$ cat config.mk
export PLATFORM = sky130hd
export DESIGN_NAME = memory_reg
export DESIGN_NICKNAME = d
export VERILOG_FILES = /design/src/rtl/memory_reg.sv
export SDC_FILE = /design/constraint.sdc
export NUM_CORES = 1
export LEC_CHECK = 0
export ABC_AREA = 1
export CORE_UTILIZATION = 43
export CTS_BUF_LIST = sky130_fd_sc_hd__clkbuf_4
export DETAILED_ROUTE_END_ITERATION = 10
export HOLD_SLACK_MARGIN = 0.08
export PLACE_DENSITY = 0.93
export SETUP_SLACK_MARGIN = 0.05
export SYNTH_ARGS = -nofsm -noshare
export SYNTH_HDL_FRONTEND = slang
export SYNTH_SLANG_ARGS = --single-unit
$ cat constraint.sdc
create_clock -name clk -period 2.15 [get_ports clk]
set_input_delay 0.645 -clock clk [delete_from_list [all_inputs] [get_ports clk]]
set_output_delay 0.645 -clock clk [all_outputs]
set_load 0.05 [all_outputs]
$ cat src/rtl/memory_reg.sv
// Execute-to-memory pipeline register: captures address, store data, PC and load/store info.
// Define MISALIGN_CHECK_EN to flag misaligned half/word accesses and squash their side effects.
module memory_reg #(
  parameter int WIDTH     = 32,
  parameter int REG_WIDTH = 5
) (
  input  logic                 clk,
  input  logic                 rst,
  input  logic [WIDTH-1:0]     regE_alu_result_i,
  input  logic [7:0]           regE_load_store_info_i,
  input  logic [WIDTH-1:0]     regE_write_data_i,
  input  logic [REG_WIDTH-1:0] regE_rd_i,
  input  logic                 regE_reg_write_en_i,
  input  logic [WIDTH-1:0]     regE_pc_i,
  input  logic                 regE_valid_i,
  input  logic                 stall_i,
  input  logic                 flush_i,
  output logic [WIDTH-1:0]     regM_mem_addr_o,
  output logic [WIDTH-1:0]     regM_write_data_o,
  output logic [WIDTH-1:0]     regM_pc_o,
  output logic [7:0]           regM_load_store_info_o,
  output logic [REG_WIDTH-1:0] regM_rd_o,
  output logic                 regM_reg_write_en_o,
  output logic                 regM_valid_o,
  output logic                 regM_misalign_o
);

  typedef struct packed {
    logic [WIDTH-1:0]     addr;
    logic [WIDTH-1:0]     wdata;
    logic [WIDTH-1:0]     pc;
    logic [7:0]           info;
    logic [REG_WIDTH-1:0] rd;
    logic                 wen;
    logic                 valid;
    logic                 misalign;
  } stage_t;

  stage_t cur, nxt;
  logic   onehot, is_store, misal;

  // info bits: 7 lb, 6 lh, 5 lw, 4 lbu, 3 lhu, 2 sb, 1 sh, 0 sw
  assign onehot   = (regE_load_store_info_i != 8'd0) &&
                    ((regE_load_store_info_i & (regE_load_store_info_i - 8'd1)) == 8'd0);
  assign is_store = |regE_load_store_info_i[2:0];

`ifdef MISALIGN_CHECK_EN
  assign misal = onehot &&
    (((regE_load_store_info_i[6] | regE_load_store_info_i[3] | regE_load_store_info_i[1]) &&
      regE_alu_result_i[0]) ||
     ((regE_load_store_info_i[5] | regE_load_store_info_i[0]) &&
      (regE_alu_result_i[1:0] != 2'b00)));
`else
  assign misal = 1'b0;
`endif

  always_comb begin
    nxt = '0;
    if (regE_valid_i) begin
      nxt.addr     = regE_alu_result_i;
      nxt.wdata    = regE_write_data_i;
      nxt.pc       = regE_pc_i;
      nxt.rd       = regE_rd_i;
      nxt.valid    = 1'b1;
      nxt.misalign = misal;
      // A zero info byte is a non-memory op and passes through untouched
      nxt.info     = ((regE_load_store_info_i == 8'd0 || onehot) && !misal) ?
                     regE_load_store_info_i : 8'd0;
      nxt.wen      = regE_reg_write_en_i && (regE_rd_i != '0) && !is_store && !misal &&
                     (regE_load_store_info_i == 8'd0 || onehot);
    end
  end

  always_ff @(posedge clk) begin
    if (rst)           cur <= '0;
    else if (flush_i)  cur <= '0;
    else if (!stall_i) cur <= nxt;
  end

  assign regM_mem_addr_o        = cur.addr;
  assign regM_write_data_o      = cur.wdata;
  assign regM_pc_o              = cur.pc;
  assign regM_load_store_info_o = cur.info;
  assign regM_rd_o              = cur.rd;
  assign regM_reg_write_en_o    = cur.wen;
  assign regM_valid_o           = cur.valid;
  assign regM_misalign_o        = cur.misalign;

endmodule
# Word level (Yosys, flattened, before mapping)
# Cells that the tools add are included.
# Widths: inputs -> output; s select.
totals:
  ff_bits: 112
  input_bits: 115
  output_inout_bits: 112
  word_cells: 24
classes:
  add_sub_neg: 1
  mux: 2
  bitwise: 1
  n_reduce_logical: 12
op_table:
  columns: ["op", "n"]
  rows:
  - ["$mux 112", 1]
  - ["$logic_not 8->1", 2]
  - ["$and 8x8->8", 1]
  - ["$mux 8", 1]
  - ["$reduce_bool 8->1", 1]
  - ["$sub 8x1->8 const B", 1]
  - ["$reduce_bool 5->1", 1]
  - ["$logic_and 1x1->1", 4]
  - ["$reduce_or 3->1", 1]
  - ["$reduce_or 2->1", 1]
  - ["$logic_not 1->1", 1]
  - ["$logic_or 1x1->1", 1]

# Longest topological paths before layout
depth:
  ltp_word: 7
  depth_mapped: 7
  mapped_depth_nobuf: 7

# Worst setup path after synthesis
# Ideal clock, no wire load.
synth_timing:
  path_kind: "in2reg"
  from: "input flush_i"
  to: "register cur, in the netlist regM_write_data_o[20]"
  setup_ns: 0.070
  arrival_time_ns: 1.334
  setup_slack_ns: 0.746
  stages: 4
  path_buffers: 2
  path_cell_list: "or2_1 buf_2 buf_1 a21oi_1"
synth_between:
  elab_chain_len: 1
synth_lines:
  columns: ["item", "line", "text"]
  rows:
  - ["start: declaration", "17", "input logic flush_i,"]
  - ["$reduce_or 2->1 (no source line)", null, null]
  - ["end signal: assignment", "77", "else if (!stall_i) cur <= nxt;"]
  - ["end: declaration", "39", "stage_t cur, nxt;"]
# No other way between the ends.
# A chain may end at the register's enable or synchronous reset.

# Final worst setup path
layout_timing:
  from: "register cur, in the netlist regM_pc_o[6]"
  to: "output regM_pc_o[6]"
layout_lines:
  columns: ["item", "line", "text"]
  rows:
  - ["end: declaration", "20", "output logic [WIDTH-1:0] regM_pc_o,"]
# No word-level cell between the ends.

==> reports/summary.txt <==
Slew HR - 0.651
Slowest stage delay, CP - 0.55 ns
Final #Nets - 845
Worst-Skew Late Latency - 0.44 ns
First-pass GRT wire length - 19.0 mm
Post-Synth Adder-Cell Area - 0
Hold wc startpoint - regM_pc_o[26]
Reg2Reg Capture Point - regM_mem_addr_o[23]
ANT cells - 0
Outcome - finished clean
Dpl hpwl - 8.68 mm
R2R Path Start - regM_mem_addr_o[23]
Post-synth top area share - 0.550
Max-cap violation count - 0
Full die area - 9780 um2
Largest family of logic cells by synthesized area - simple AND/OR/NAND/NOR gates
Core Region - 8890 um2
Drt initial violations - 100
Area contributors post-synth - dfxtp_1, nand2_1, a21oi_1
Gate Count Post-Synth - 523
Post-synthesis sequential area ratio - 0.550
CTS Hold Bufs - 0
Commonest cells post-synth - nand2_1, a21oi_1, dfxtp_1
Critical path buffers and inverters - 1
IO Pins - 227
Cell row count - 34
Largest net degree at the start of global routing - 112
Worst hold endpoint - regM_pc_o[26]
Asr flop ratio synth - 0
Seq cells post-synth - 111
R2R Setup Slk - 1.44 ns
Compound-cell area share of the yosys netlist - 0.143
Sink Count - 111
Yosys cell types - 21
H-tree Lvls - 3
Clock skew - 0 ns
Layout cells sized above 1 - 0.0830
Max Fclk - 0.493 GHz
WS Path Type - register to output port
Tcrit/Tclk final - 0.943
Final setup violation count - 0
Post-cts resize count - 84
Final wirelength - 11.9 mm
# port buffers - 225
Number of global-route vias before repair - 4183
CTS root buffer - clkbuf_4
Top delay family on crit path - buffers and inverters
# fillers - 701
CP Capture Type - output port
Via/cell ratio - 4.93
Post-CTS Setup Bufs - 0
Worst hold slack - 0.474 ns
RSZ-0062 raised after global routing - no
Grt ovf - 0
Max Slew Vio Count - 0
Global-route usage over all layers - 0.243
Die Height - 98.9 um
CP required - 1.50 ns
Setup Total Neg Slack - 0 ns
Min Tclk post-route - 2.03 ns
Total number of vias - 4158
Avg Inst Size Synth - 7.72 um2
XOR/XNOR Fraction of Synth Area - 0
Clock transition at path regs - 0.18 ns
Register-to-Register Path Depth - 2
Final Hold Viols - 0
Drt first pass iters - 4
Worst EP arrival - 1.38 ns
Worst-path cell chain - dlygate4sd2_1
CP max stage cell - dlygate4sd2_1
Area leader, netlist - dfxtp_1
Post-synth EDFFs - 0
Antenna Violating Nets Remaining - 0
Worst hold path class - register to register
Gpl congestion - 0.913
Drt drc - 0
Initial antenna violation count - 0
Ys Warns - 0
Syn-to-layout area delta - 56.1%
Synth Area in Simple Gates - 0.248
Initial core utilization - 0.454
Mux share of post-synthesis cell area - 0
Clock Path Buffers - 2
Routed wire per std cell - 14.1 um
Hold depth - 2
Pwr/cell area - 584 nW/um2
Most used DFF post-synth - dfxtp_1
Synthesized area - 4040 um2
Synthesized net count - 638
CTS tree - built
Max rail drop VDD - 446 uV
Cell with the most instances after synthesis - nand2_1
Crit path max fanout - 2
Critical path startpoint category - register
Leakage dissipation - 2.70 nW
Die X - 98.9 um
Worst slew pin tran - 0.526 ns
CTS buffer count - 9
## metal layers
layer / GRT usage / part of all wire
met1: 0.264 / 0.39
met2: 0.429 / 0.50
met3: 0.0667 / 0.079
met4: 0.134 / 0.038
met5: 0 / 0
## how the worst max path moves through the flow
stage | from | endpoint | slack, ns | cells past startpoint
2_1_floorplan | flush_i | regM_write_data_o[20] | 0.75 | 4
3_3_place_gp | regE_load_store_info_i[1] | regM_load_store_info_o[3] | 0.19 | 8
3_5_place_dp | regE_load_store_info_i[1] | regM_load_store_info_o[3] | 0.06 | 8
4_1_cts | regM_pc_o[25] | regM_pc_o[25] | 0.1 | 1
5_1_grt | regM_mem_addr_o[10] | regM_mem_addr_o[10] | 0.05 | 1
6_report | regM_pc_o[6] | regM_pc_o[6] | 0.12 | 1
## logic make-up (layout without fill, tap and decap cells)
group,Yosys count,after routing
flip-flops,111,111
AND/OR/NAND/NOR,251,251
buffers and inverters,47,259
other,1,1
AO/OA/AOI/OAI,113,113
## area by class of cell
| cell class | count | area, um2 | area share |
|---|---|---|---|
| multi-input cells | 365 | 1590 | 0.253 |
| clock buffers | 10 | 75.1 | 0.0119 |
| flip-flops and latches | 111 | 2220 | 0.352 |
| repair buffers | 232 | 2190 | 0.348 |
| inverters | 11 | 41.3 | 0.00655 |
| well taps | 108 | 135 | 0.0214 |
| clock inverters | 6 | 46.3 | 0.00734 |
## through the flow
| stage | power, mW | setup WS [ns] | util | instance area (um2) | cells |
|---|---|---|---|---|---|
| floorplan | 2.47 | 0.746 | - | 4040 | 523 |
| global placement | 2.79 | 0.185 | 0.707 | 6290 | 827 |
| detailed placement | 2.81 | 0.0639 | 0.707 | 6290 | 827 |
| CTS | 3.70 | 0.0973 | 0.709 | 6310 | 843 |
| global route | 3.84 | 0.0502 | 0.709 | 6310 | 843 |
| finish | 3.68 | 0.123 | 0.709 | 6310 | 843 |
## worst reg2reg max path: stages, from the launching register on
cell and delay, ns:
dfxtp_1 0.36, nand2_1 0.07, a21oi_1 0.21
## flip-flops by register name (all words and copies together) (netlist names)
| signal | flops |
|---|---|
| regM_rd_o | 5 |
| regM_mem_addr_o | 32 |
| regM_load_store_info_o | 8 |
| regM_write_data_o | 32 |
| regM_reg_write_en_o | 1 |
| regM_pc_o | 32 |
| regM_valid_o | 1 |
## cells in the final DEF, fill, tap and decap left out, types with 2 or more instances in the layout
master,synthesis,final
a21oi_1,111,111
clkdlybuf4s50_1,0,113
nor2_1,13,13
dfxtp_1,111,111
dlygate4sd2_1,0,84
nor2_4,3,4
buf_4,10,30
buf_12,0,5
clkbuf_4,0,10
clkinv_4,0,3
inv_1,10,10
clkinv_1,1,2
nand2_1,217,217
nand2_2,3,3
nand3_1,9,9
## power breakdown
part           total (mW)  internal, mW  switching (mW)
registers            2.12          2.10          0.0188
logic               0.629         0.283           0.346
clock network       0.938         0.259           0.679
(Power assumes the default switching activity.)
